[src/rtl/adv_cnt_pkg.sv]
`default_nettype none
// ============================================================================
// Module   : adv_cnt_pkg
// Purpose  : Shared types for the parametrised up/down counter.
// Revision : 1.0
// ============================================================================
package adv_cnt_pkg;

  typedef enum logic [1:0] {
    MODE_WRAP    = 2'd0,
    MODE_SAT     = 2'd1,
    MODE_ONESHOT = 2'd2,
    MODE_RSVD    = 2'd3
  } mode_e;

  typedef enum logic {
    ST_RUN  = 1'b0,
    ST_DONE = 1'b1
  } state_e;

endpackage
`default_nettype wire

[src/rtl/adv_cnt_next.sv]
`default_nettype none
// ============================================================================
// Module   : adv_cnt_next
// Purpose  : Next-count arithmetic with bound-crossing detection.
// Revision : 1.0
// ============================================================================
module adv_cnt_next #(
  parameter int WIDTH = 8
) (
  input  logic [WIDTH-1:0] count,
  input  logic [WIDTH-1:0] step,
  input  logic [WIDTH-1:0] lo_bound,
  input  logic [WIDTH-1:0] hi_bound,
  input  logic             up,
  output logic [WIDTH-1:0] next_val,
  output logic             ovf,
  output logic             unf
);

  logic [WIDTH:0] w_sum;
  logic [WIDTH:0] w_diff;

  // One extra bit keeps the carry/borrow visible for the bound compare.
  assign w_sum  = {1'b0, count} + {1'b0, step};
  assign w_diff = {1'b0, count} - {1'b0, step};

  always_comb begin
    next_val = count;
    ovf      = 1'b0;
    unf      = 1'b0;
    if (up) begin
      ovf      = (w_sum > {1'b0, hi_bound});
      next_val = w_sum[WIDTH-1:0];
    end else begin
      unf      = w_diff[WIDTH] || (w_diff[WIDTH-1:0] < lo_bound);
      next_val = w_diff[WIDTH-1:0];
    end
  end

endmodule
`default_nettype wire

[src/rtl/adv_updown_counter_n.sv]
`default_nettype none
// ============================================================================
// Module   : adv_updown_counter_n
// Purpose  : Bounded up/down counter with wrap/saturate/one-shot modes.
// Revision : 1.0
// ============================================================================
module adv_updown_counter_n
  import adv_cnt_pkg::*;
#(
  parameter int WIDTH = 8
) (
  input  logic             clk,
  input  logic             rst,
  input  logic             en_inc,
  input  logic             en_dec,
  input  logic             load,
  input  logic             hold,
  input  logic [WIDTH-1:0] load_value,
  input  logic [WIDTH-1:0] step,
  input  logic [WIDTH-1:0] lo_bound,
  input  logic [WIDTH-1:0] hi_bound,
  input  logic [1:0]       mode,
  input  logic             clr_flags,
  output logic [WIDTH-1:0] count,
  output logic             tc_pulse,
  output logic             ovf_sticky,
  output logic             unf_sticky,
  output logic             done,
  output logic             at_max,
  output logic             at_min,
  output logic             cfg_err
);

  logic [WIDTH-1:0] r_count;
  logic             r_tc;
  logic             r_ovf;
  logic             r_unf;
  state_e           r_state;

  mode_e            w_mode;
  logic [WIDTH-1:0] w_next;
  logic             w_ovf;
  logic             w_unf;
  logic             w_count_act;
  logic [WIDTH-1:0] w_load_val;
  logic [WIDTH-1:0] w_bound_val;

  assign w_mode  = mode_e'(mode);
  assign cfg_err = (lo_bound > hi_bound);
  assign at_max  = (r_count == hi_bound);
  assign at_min  = (r_count == lo_bound);

  adv_cnt_next #(.WIDTH(WIDTH)) u_next (
    .count    (r_count),
    .step     (step),
    .lo_bound (lo_bound),
    .hi_bound (hi_bound),
    .up       (en_inc),
    .next_val (w_next),
    .ovf      (w_ovf),
    .unf      (w_unf)
  );

  // A count update happens only when nothing of higher priority is active.
  assign w_count_act = !load && !hold && (en_inc ^ en_dec) && (step != '0) &&
                       !cfg_err && (r_state == ST_RUN);

  always_comb begin
    w_load_val = load_value;
    if (!cfg_err) begin
      if (load_value < lo_bound)      w_load_val = lo_bound;
      else if (load_value > hi_bound) w_load_val = hi_bound;
    end
  end

  always_comb begin
    case (w_mode)
      MODE_SAT, MODE_ONESHOT: w_bound_val = w_ovf ? hi_bound : lo_bound;
      default:                w_bound_val = w_ovf ? lo_bound : hi_bound;
    endcase
  end

  always_ff @(posedge clk) begin
    if (rst) begin
      r_count <= '0;
      r_tc    <= 1'b0;
      r_ovf   <= 1'b0;
      r_unf   <= 1'b0;
      r_state <= ST_RUN;
    end else begin
      r_tc  <= 1'b0;
      r_ovf <= (w_count_act && w_ovf) || (r_ovf && !clr_flags);
      r_unf <= (w_count_act && w_unf) || (r_unf && !clr_flags);
      if (load) begin
        r_count <= w_load_val;
        r_state <= ST_RUN;
      end else if (w_count_act) begin
        if (w_ovf || w_unf) begin
          r_tc    <= 1'b1;
          r_count <= w_bound_val;
          if (w_mode == MODE_ONESHOT) r_state <= ST_DONE;
        end else begin
          r_count <= w_next;
        end
      end
    end
  end

  assign count      = r_count;
  assign tc_pulse   = r_tc;
  assign ovf_sticky = r_ovf;
  assign unf_sticky = r_unf;
  assign done       = (r_state == ST_DONE);

endmodule
`default_nettype wire

[config.mk]
export PLATFORM = sky130hd
export DESIGN_NAME = adv_updown_counter_n
export DESIGN_NICKNAME = d
export VERILOG_FILES = /design/src/rtl/adv_cnt_pkg.sv /design/src/rtl/adv_cnt_next.sv /design/src/rtl/adv_updown_counter_n.sv
export SDC_FILE = /design/constraint.sdc
export NUM_CORES = 1
export LEC_CHECK = 0
export CORE_ASPECT_RATIO = 0.6
export CORE_MARGIN = 3
export CORE_UTILIZATION = 50
export DETAILED_ROUTE_END_ITERATION = 10
export GPL_ROUTABILITY_DRIVEN = 0
export GPL_TIMING_DRIVEN = 0
export HOLD_SLACK_MARGIN = 0.15
export PLACE_DENSITY = 0.78
export SLEW_MARGIN = 20
export SYNTH_ARGS = -nofsm -noshare
export SYNTH_HDL_FRONTEND = slang
export SYNTH_SLANG_ARGS = --single-unit
[constraint.sdc]
create_clock -name clk -period 4.95 [get_ports clk]
set_input_delay 0.495 -clock clk [delete_from_list [all_inputs] [get_ports clk]]
set_output_delay 0.495 -clock clk [all_outputs]
set_load 0.1 [all_outputs]
==> results, run 1 <==
- The flow ran to the end, and the final reports show no timing, DRC or antenna violations.
- TritonCTS built the clock tree.
- The final design area excluding fillers is 3774 µm².
- In the final layout, the multi-input gates occupy 2603 µm².
- The routed layout has 3462 vias.
- The clock period minus final worst setup slack is 4677 ps.
- The via count of the first global-routing pass is 3079.
- The post-route antenna net violation count is 0.
- Summing every instance area after synthesis gives 3037 µm².
- The total of max-cap violations is 0.
- For this configuration, the core starts out at a cell density of 53.01%.
- Cells with a size suffix above 1 make up 6.536% of the layout.
- The startpoint of the most critical setup path is step[1].
- In this run the critical register-to-register path is captured at count[2].
- The endpoint type of the worst setup path is a register.
- Overall power consumption after layout is estimated at 0.9062 mW.
- Before antenna repair, the detailed router went through 5 iterations.
- For this block, the initial DRC count from the detailed router was 398.
- The measured slew at the worst slew-check pin is 961.9 ps.
- The count of mapped cells out of synthesis is 399.
- The biggest area contributor in the post-synthesis netlist is ha_1.
- The number of placement rows is 21.
- The number of antenna violations at the first check in global routing is 0.
- The termination of the worst setup path is count[2].
- Timing would allow up to 213.8 MHz.
- The quantity of I/O buffers inserted on ports is 52.
- The worst min-delay path class is register to register.
- The final critical path takes up 94.48% of the cycle.
- For the worst setup path, the data arrival time is 4790 ps.
- The die is 66.37 µm tall.
- The synthesized area per cell is 7.611 µm².
- The global-route total usage across every layer is 29.98%.
- The setup slack on the worst flop-to-flop path is 500 ps.
- The number of antenna diodes in the final layout is 0.
- The average wire per standard cell is 19.64 µm.
- The max-slew violation count is 0.
- The first global-routing pass estimated 16670 µm of wire.
- The deepest level of the CTS H-tree is 1.
- In this run the tightest slew margin relative to its limit is 34.22%.
- The fraction of the yosys area taken by sequential cells is 7.911%.
- In this run the cell area measured after placement is 3657 µm².
- The number of flops mapped to enable cells by yosys is 0.
- The number of clock sinks seen by CTS is 12.
- The DRC violation count after routing is 0.
- The layout overhead on the synthesized area is 24.27%.
- The floorplan step defined a core boundary enclosing 5728 µm².
- The maximum clock path buffer count is 2.
- Among all flip-flop cells after synthesis, the most frequent one is dfxtp_1.
- The number of fillers in the final layout is 511.
- The data required time at the worst endpoint is 5070 ps.
- Measured in cells, the most critical reg-to-reg path has a length of 16.
- The count of endpoints failing hold in the final timing report is 0.
- The TritonCTS buffer count is 3.
- For this block, the routed nets add up to 10590 µm of wire.
- The remaining global-route overflow is 0.
- Pin placement for this block handled 56 I/O pins.
- The leakage component of the power is 1.637 nW.
- The element type at the critical path start is a primary input.
- Counting distinct cell types in the post-synthesis netlist gives 69.
- Ranked by total cell area, the synthesized netlist is headed by ha_1 (23%), dfxtp_1 (7.9%), xnor2_1 (7.2%), inv_1 (4.8%), o21ai_0 (4.1%).
- Summed over all nets, the half-perimeter wirelength after detailed placement is 8597 µm.
- On the final layout, the worst clock skew is 1.512 ps.
- Setup violations remaining at the end of the flow were counted as 0.
- The via count normalized by instance count is 6.423.
- The critical register-to-register path startpoint is count[2].
- Setup repair after global routing left no endpoint under its margin.
- The share of flip-flops with an asynchronous set or reset after synthesis is 0%.
- The warning count from the yosys run is 0.
- In this run the power density over the cells is 240.1 nW/µm².
- Across the VDD grid, the largest voltage drop is 0.1279 mV.
- In this run, synthesis produced a sequential element count of 12.
- The largest net degree at the start of global routing is 11.
- The tree is rooted in a clkbuf_8.
- The peak fanout along the critical path is 9.
- The setup total negative slack is 0 ps.
- Summed over its instances, the top area cell type makes up 22.66% of the synthesized netlist area.
- The synthesized netlist net count is 497.
- The area used by sequential logic in the layout is 240.2 µm².
- After clock tree synthesis, the clock-pin slew on the worst setup and hold paths is 60 ps.
- The die covers 7075 µm².
- The later pin in the worst-skew pair is clocked with a latency of 250 ps.
- After the last flow step, the layout net total stands at 558.
- In this run the horizontal extent of the chip is 106.6 µm.
- The critical path in this run is classified as primary input to register.
[per-stage QoR]
stage	setup slack (ps)	hold WS [ps]	util [%]	cells
5_1_grt	13.13	477.4	65.88	539
6_report	273.1	451.9	65.88	539
3_5_place_dp	-35.41	445.7	63.85	531
3_3_place_gp	0.2736	445.9	63.85	531
2_1_floorplan	501.7	661.6	-	399
4_1_cts	209.7	453.5	64.81	535
[flip-flops by register name (all words and copies together) (netlist names)]
signal / flops
tc_pulse: 1
count: 8
ovf_sticky: 1
done: 1
unf_sticky: 1
[cells by family (layout without fill, tap and decap cells)]
| logic type | after synthesis | count (layout) | synth area share [%] |
|---|---|---|---|
| compound gates | 130 | 130 | 30.57 |
| simple gates | 108 | 108 | 19.32 |
| fa+ha+maj | 57 | 57 | 23.98 |
| buf+inv | 56 | 116 | 7.416 |
| xor+xnor | 27 | 27 | 7.787 |
| flops | 12 | 12 | 7.911 |
| mux | 9 | 9 | 3.008 |
[layout by cell type, fill, tap and decap left out, types with 8 or more instances in the layout]
cell type and count:
nand2_1 18, dfxtp_1 12, o21ai_0 23, xnor2_1 25, clkdlybuf4s50_1 52, nor2_1 24, o21a_1 12, mux2i_1 8
inv_1 39, ha_1 55, nor3_1 11, nand3_1 10, a21oi_1 24, o211ai_1 9, clkbuf_1 8
[layer usage]
metal	up-vias	wire, µm	track usage, %
li1	1609	-	-
met1	1558	4860	44.87
met2	273	4031	42.79
met3	22	1551	8.878
met4	0	145	3.190
met5	-	0	0
[cells in the mapped netlist, types with 7 or more instances]
master	number
ha_1	55
inv_1	39
o21ai_0	25
xnor2_1	25
a21oi_1	24
nor2_1	24
nand2_1	18
dfxtp_1	12
o21a_1	12
nor3_1	11
nand3_1	10
a211oi_1	9
o211ai_1	9
clkbuf_1	8
mux2i_1	8
nand2b_1	7
nand4_1	7
[repair_timing]
item,in CTS,in global routing
buffers inserted,0,4
gates resized for setup,0,7
hold buffers,0,0
setup endpoints to repair,0,4
[final cells by class]
| class | count | share of cell area (%) |
|---|---|---|
| well taps | 80 | 2.653 |
| flip-flops and latches | 12 | 6.366 |
| inverters | 40 | 3.979 |
| clock buffers | 4 | 1.459 |
| plain buffers | 16 | 1.989 |
| multi-input cells | 331 | 68.97 |
| repair buffers | 56 | 14.59 |
[worst max-delay path, stage by stage]
cell and delay (ps):
clkdlybuf4s50_1 610, inv_1 130, ha_1 320, nor2b_1 150, o31a_1 300, o31a_1 300, o21ai_1 160, nand3_1 110
nor2b_1 140, ha_1 220, a2111o_1 350, a31oi_1 150, o21a_1 240, nor3_4 100, or2_2 310, buf_2 180
o311ai_2 380, a221oi_1 130
[how the worst min path moves through the flow]
| stage | slack [ps] | start | endpoint | cells after the start |
|---|---|---|---|---|
| 6_report | 450 | ovf_sticky | ovf_sticky | 2 |
| 3_3_place_gp | 450 | ovf_sticky | ovf_sticky | 2 |
| 3_5_place_dp | 450 | ovf_sticky | ovf_sticky | 2 |
| 5_1_grt | 480 | ovf_sticky | ovf_sticky | 2 |
| 2_1_floorplan | 660 | load_value[6] | count[6] | 2 |
| 4_1_cts | 450 | ovf_sticky | ovf_sticky | 2 |
[power by group]
group | total [mW] | leakage [nW] | switching [mW] | internal, mW
Sequential | 0.126 | 0.0984 | 0.0214 | 0.105
Clock | 0.114 | 0.0288 | 0.0433 | 0.0706
Combinational | 0.666 | 1.51 | 0.396 | 0.270
Note: power is estimated with default switching activity, not from simulation.
==> run 2, diff against run 1 <==
--- a/config.mk
+++ b/config.mk
@@ -12,7 +12,7 @@
 export GPL_ROUTABILITY_DRIVEN = 0
 export GPL_TIMING_DRIVEN = 0
 export HOLD_SLACK_MARGIN = 0.15
-export PLACE_DENSITY = 0.78
+export PLACE_DENSITY = 0.77
 export SLEW_MARGIN = 20
 export SYNTH_ARGS = -nofsm -noshare
 export SYNTH_HDL_FRONTEND = slang
==> results, run 2 (same netlist as run 1, synthesis figures left out) <==
- The flow ran to the end, and the final reports show no timing, DRC or antenna violations.
- The chip width came to 106.6 µm (unchanged).
- The setup total negative slack came to 0 ps (unchanged).
- The number of flip-flops in the largest register is 8 (unchanged).
- The met2 usage is 42.71% (-0.078 points).
- The global-route met3 utilization is 9.561% (+0.68 points).
- The DRC marker count from the first detailed-route iteration is 481 (+21%).
- The number of antenna violations at the first check in global routing is 0 (unchanged).
- The busiest metal layer after global routing is met1.
- The DRC violation count after routing is 0 (unchanged).
- The I/O pin count came to 56 (unchanged).
- The total half-perimeter wirelength after legalization and detailed placement was 8751 µm (+1.8%).
- The final worst-path cycle share is 95.38% (+0.89 points).
- The remaining global-route overflow is 0 (unchanged).
- The clock latency of the later-clocked register in the worst-skew pair is 250 ps (about the same).
- The worst setup path is of the primary input to register kind.
- The first-pass GRT wire length is 16580 µm (-0.54%).
- The count of endpoints failing hold in the final timing report is 0 (unchanged).
- The routed via count is 3408 (-1.6%).
- The post-layout utilization of the core came to 65.27% (-0.61 points).
- Setup repair after global routing left no endpoint under its margin.
- STA classifies the critical path startpoint as a primary input.
- The number of placement rows is 21 (unchanged).
- The fmax is 211.8 MHz (-0.94%).
- The clock-pin transition on the worst setup and hold timing paths is 60 ps (about the same).
- The height of the die is 66.37 µm (unchanged).
- The global routing usage on met1 came to 45.21% (+0.34 points).
- The worst setup path is captured at a register.
- The largest net degree at the start of global routing is 11 (unchanged).
- TritonCTS built the clock tree.
- The critical path arrival was 4870 ps (+80 ps).
- The starting density of the core is 53.01% (unchanged).
- The peak fanout along the critical path is 9 (unchanged).
- The wire length reported by the detailed router is 10500 µm (-0.86%).
- The data required time at the worst endpoint is 5100 ps (+30 ps).
- The highest ir drop seen on vdd was 0.1680 mV (+31%).
- The final hold slack was 459.3 ps (+7.473 ps).
- The layout overhead on the synthesized area is 23.12%.
- The layout net count is 554 (-0.72%).
- The number of iterations in the first detailed-routing pass was 5 (unchanged).
- The TritonCTS buffer count is 3 (unchanged).
- The minimum setup slack after placement is 3.620 ps (+39.03 ps).
- The library cells used most frequently in the layout, excluding fill and tap cells, are ha_1 (55), clkdlybuf4s50_1 (51), inv_1 (39).
- The deepest level of the CTS H-tree is 1 (unchanged).
- The share of layout cells above drive strength 1 is 5.495% (-1.0 points).
- The average wire per standard cell was 19.62 µm (-0.12%).
- The global-route total usage across every layer came to 29.99% (about the same).
- The final antenna diode count is 0 (unchanged).
- The clock period minus final worst setup slack is 4721 ps (+44.15 ps).
- The normalized max-slew margin came to 33.63% (-0.58 points).
- The final worst setup slack is 228.9 ps (-44.15 ps).
- The most frequent standard cell in the layout excluding fill and tap cells is ha_1.
- The leakage component of the power is 1.626 nW (-0.68%).
- The max-slew violation count is 0 (unchanged).
- The final setup skew is 2.576 ps (+1.063 ps).
- The number of fillers in the final layout is 522 (+2.2%).
- The number of clock sinks seen by CTS was 12 (unchanged).
- The via count normalized by instance count was 6.370 (-0.82%).
- The total of max-cap violations came to 0 (unchanged).
- The quantity of I/O buffers inserted on ports is 52 (unchanged).
- The worst hold path belongs to the class register to register.
- The maximum clock path buffer count was 2 (unchanged).
- The final count of negative-setup-slack endpoints is 0 (unchanged).
- The area of the core is 5728 µm² (unchanged).
- The cell sitting at the root of the clock tree is a clkbuf_8.
- The measured slew at the worst slew-check pin came to 970.4 ps (+8.532 ps).
- The post-route antenna net violation count is 0 (unchanged).
- The total power density per cell area was 237.9 nW/µm² (-0.92%).
- The die outline area is 7075 µm² (unchanged).
- The via count of the first global-routing pass was 3088 (+0.29%).
[run 2: cell count changes in the layout (fill, tap and decap cells not counted), sizes merged]
cell / change
buf: -4
clkdlybuf4s50: -1
dlymetal6s2s: +1
[run 2: repair_timing]
item	CTS	global route
hold buffers	0	0
gates resized for setup	0	5
setup endpoints to repair	0	2
buffers inserted	0	0
[run 2: metal layers]
layer / vias up / part of all wire, %
li1: 1605 / -
met1: 1560 / 47
met2: 226 / 38
met3: 17 / 14
met4: 0 / 0.83
met5: - / 0
[run 2: worst max-delay path, stage by stage]
cell	delay, ps
clkdlybuf4s50_1	530
inv_1	60
ha_1	280
buf_2	180
nand2b_1	190
a221oi_1	400
nor2_1	80
o21ba_2	230
xnor2_1	130
ha_1	290
a21o_1	190
a21oi_1	310
a211oi_4	150
or3_1	390
buf_6	150
o21ai_0	340
o311ai_1	160
a221oi_1	300
[run 2: per-stage QoR]
step / instances / area (µm²) / power (mW)
4_1_cts: 535 / 3712 / 0.8566
3_5_place_dp: 531 / 3657 / 0.7450
3_3_place_gp: 531 / 3657 / 0.7284
2_1_floorplan: 399 / 3037 / 0.5721
5_1_grt: 535 / 3739 / 0.9499
6_report: 535 / 3739 / 0.8896
[run 2: final cells by class]
class	count	area [µm²]	area share, %
plain buffers	16	75.07	2.008
clock buffers	4	55.05	1.473
inverters	40	150.1	4.016
multi-input cells	331	2595	69.41
flip-flops and latches	12	240.2	6.426
well taps	80	100.1	2.677
repair buffers	52	523.0	13.99
[run 2: where the power goes]
part	leakage, nW	internal (mW)	switching (mW)
Sequential	0.0984	0.105	0.0215
Combinational	1.50	0.259	0.391
Clock	0.0288	0.0705	0.0425
[run 2: path summary, 6_finish.rpt]
check	to	depth (start not counted)	slack, ps	from
max reg2reg	count[2]	16	440	count[2]
min reg2reg	ovf_sticky	2	460	ovf_sticky
min	ovf_sticky	2	460	ovf_sticky
max	count[2]	18	230	step[2]
==> run 3, diff against run 2 <==
--- a/config.mk
+++ b/config.mk
@@ -12,7 +12,8 @@
 export GPL_ROUTABILITY_DRIVEN = 0
 export GPL_TIMING_DRIVEN = 0
 export HOLD_SLACK_MARGIN = 0.15
-export PLACE_DENSITY = 0.77
+export PLACE_DENSITY_LB_ADDON = 0.15
+export SKIP_LAST_GASP = 1
 export SLEW_MARGIN = 20
 export SYNTH_ARGS = -nofsm -noshare
 export SYNTH_HDL_FRONTEND = slang
==> results, run 3 (same netlist as run 1, synthesis figures left out) <==
- The flow ran to the end, and the final reports show no timing, DRC or antenna violations.
- The clock latency of the later-clocked register in the worst-skew pair came to 260 ps (about the same).
- The total power density per cell area is 240.5 nW/µm² (+1.1%).
- The final count of negative-setup-slack endpoints is 0 (unchanged).
- The startpoint of the most critical setup path is step[2].
- The total power draw was 0.8977 mW (+0.91%).
- The height of the die is 66.37 µm (unchanged).
- The placed cell area came to 3657 µm² (unchanged).
- The DRC violation count after routing is 0 (unchanged).
- The total of max-cap violations is 0 (unchanged).
- The chip width was 106.6 µm (unchanged).
- The layout overhead on the synthesized area is 22.91%.
- The via count normalized by instance count is 6.398 (+0.44%).
- The area of the core is 5728 µm² (unchanged).
- The number of clock sinks seen by CTS came to 12 (unchanged).
- The count of endpoints failing hold in the final timing report is 0 (unchanged).
- In this run the clock root is driven by a clkbuf_8.
- The clock-pin transition on the worst setup and hold timing paths came to 60 ps (about the same).
- The measured slew at the worst slew-check pin is 971.6 ps (+1.148 ps).
- The I/O pin count is 56 (unchanged).
- The data required time at the worst endpoint was 5070 ps (-30 ps).
- Setup repair after global routing left no endpoint under its margin.
- The startpoint of the lowest-slack hold path is ovf_sticky.
- The final antenna diode count is 0 (unchanged).
- The number of flip-flops in the largest register is 8 (unchanged).
- In this run the critical register-to-register path is launched from count[2].
- The layout net count is 554 (unchanged).
- The die outline area came to 7075 µm² (unchanged).
- The clock period minus final worst setup slack was 4830 ps (+109.0 ps).
- The TritonCTS buffer count came to 3 (unchanged).
- The leakage component of the power is 1.622 nW (-0.24%).
- The number of buffers inserted by hold repair at cts came to 0 (unchanged).
- The deepest level of the CTS H-tree is 1 (unchanged).
- The average wire per standard cell came to 20.06 µm (+2.3%).
- The area occupied by multi-input gates is 2589 µm² (-0.24%).
- The number of placement rows is 21 (unchanged).
- The wire length reported by the detailed router came to 10730 µm (+2.3%).
- The minimum setup slack after placement was -64.10 ps (-67.72 ps).
- The final worst-path cycle share is 97.58% (+2.2 points).
- The critical path in this run is classified as primary input to register.
- The routed via count is 3423 (+0.44%).
- The area used by sequential logic in the layout is 240.2 µm² (unchanged).
- The setup total negative slack is 0 ps (unchanged).
- The number of setup buffers added after CTS was 0 (unchanged).
- The peak fanout along the critical path came to 9 (unchanged).
- The library cell used most frequently in the layout, excluding fill and tap cells, is ha_1.
- The worst setup path is captured at a register.
- The number of fillers in the final layout is 534 (+2.3%).
- The via count of the first global-routing pass is 3133 (+1.5%).
- The normalized max-slew margin is 35.03% (+1.4 points).
- The remaining global-route overflow is 0 (unchanged).
- The DRC marker count from the first detailed-route iteration came to 415 (-14%).
- The max-slew violation count is 0 (unchanged).
- The maximum clock path buffer count is 2 (unchanged).
- The top cell types in the final layout, fill and taps aside, are ha_1 (55), clkdlybuf4s50_1 (51), inv_1 (39).
- The element type at the critical path start is a primary input.
- The fmax came to 207.0 MHz (-2.3%).
- The post-route antenna net violation count is 0 (unchanged).
- The starting density of the core is 53.01% (unchanged).
- The number of antenna violations at the first check in global routing came to 0 (unchanged).
- The highest ir drop seen on vdd is 0.1410 mV (-16%).
- The largest net degree at the start of global routing is 11 (unchanged).
- TritonCTS built the clock tree.
- The final worst setup slack is 119.9 ps (-109.1 ps).
- The critical path arrival is 4950 ps (+80 ps).
- The quantity of I/O buffers inserted on ports is 52 (unchanged).
- The number of iterations in the first detailed-routing pass was 5 (unchanged).
- The total half-perimeter wirelength after legalization and detailed placement came to 8701 µm (-0.58%).
- The post-layout utilization of the core came to 65.16% (-0.11 points).
- The share of layout cells above drive strength 1 is 5.495% (unchanged).
- The global-route total usage across every layer came to 30.29% (+0.30 points).
- The final design area excluding fillers is 3732 µm² (-0.17%).
- The first-pass GRT wire length is 16740 µm (+0.96%).
- The final setup skew came to 6.460 ps (+3.884 ps).
- The tightest min-delay check is of the register to register type.
## run 3: cell counts in the layout (fill, tap and decap cells not counted)
No cell type changed its count.
## run 3: per-stage QoR
step	cells	hold slack (ps)
final	535	470.8
after detailed placement	531	461.2
after CTS	535	473.2
after global routing	535	487.2
after floorplan	399	661.6
after global placement	531	453.4
## run 3: worst paths after layout
path                endpoint  slack (ps)  cells past startpoint
hold / removal    ovf_sticky         470                      2
setup reg to reg    count[2]         370                     16
hold reg to reg   ovf_sticky         470                      2
setup / recovery    count[2]         120                     18
## run 3: report_power, final
part / internal, mW / switching [mW] / total, mW
clock: 0.0708 / 0.0503 / 0.121
sequential: 0.105 / 0.0209 / 0.126
combinational: 0.259 / 0.392 / 0.651
## run 3: timing repair
item,4_1_cts,5_1_grt
endpoints found under the setup margin,0,2
endpoints found under the hold margin,0,0
gates resized for setup,0,4
## run 3: metal layers
layer | share of wire, % | global-route usage, %
met5 | 0 | 0
met4 | 2.1 | 4.785
met3 | 15 | 10.34
met2 | 38 | 42.08
met1 | 45 | 44.86
## run 3: final cells by class
cell class | count | share of cell area, %
buffer | 16 | 2.011
tap | 80 | 2.682
multi-input combinational | 331 | 69.36
clock buffer | 4 | 1.475
inverter | 40 | 4.023
sequential | 12 | 6.436
timing repair buffer | 52 | 14.01
## run 3: worst max-delay path: stages
cell and delay [ps]:
clkdlybuf4s50_1 550, inv_1 80, ha_1 290, buf_2 180, nand2b_1 190, a221oi_1 400, nor2_1 90, o21ba_2 240
xnor2_1 130, ha_1 290, and3_1 210, and3_1 220, a211oi_4 380, nor4_4 140, or2_2 290, buf_2 180
o311ai_1 440, a221oi_1 130
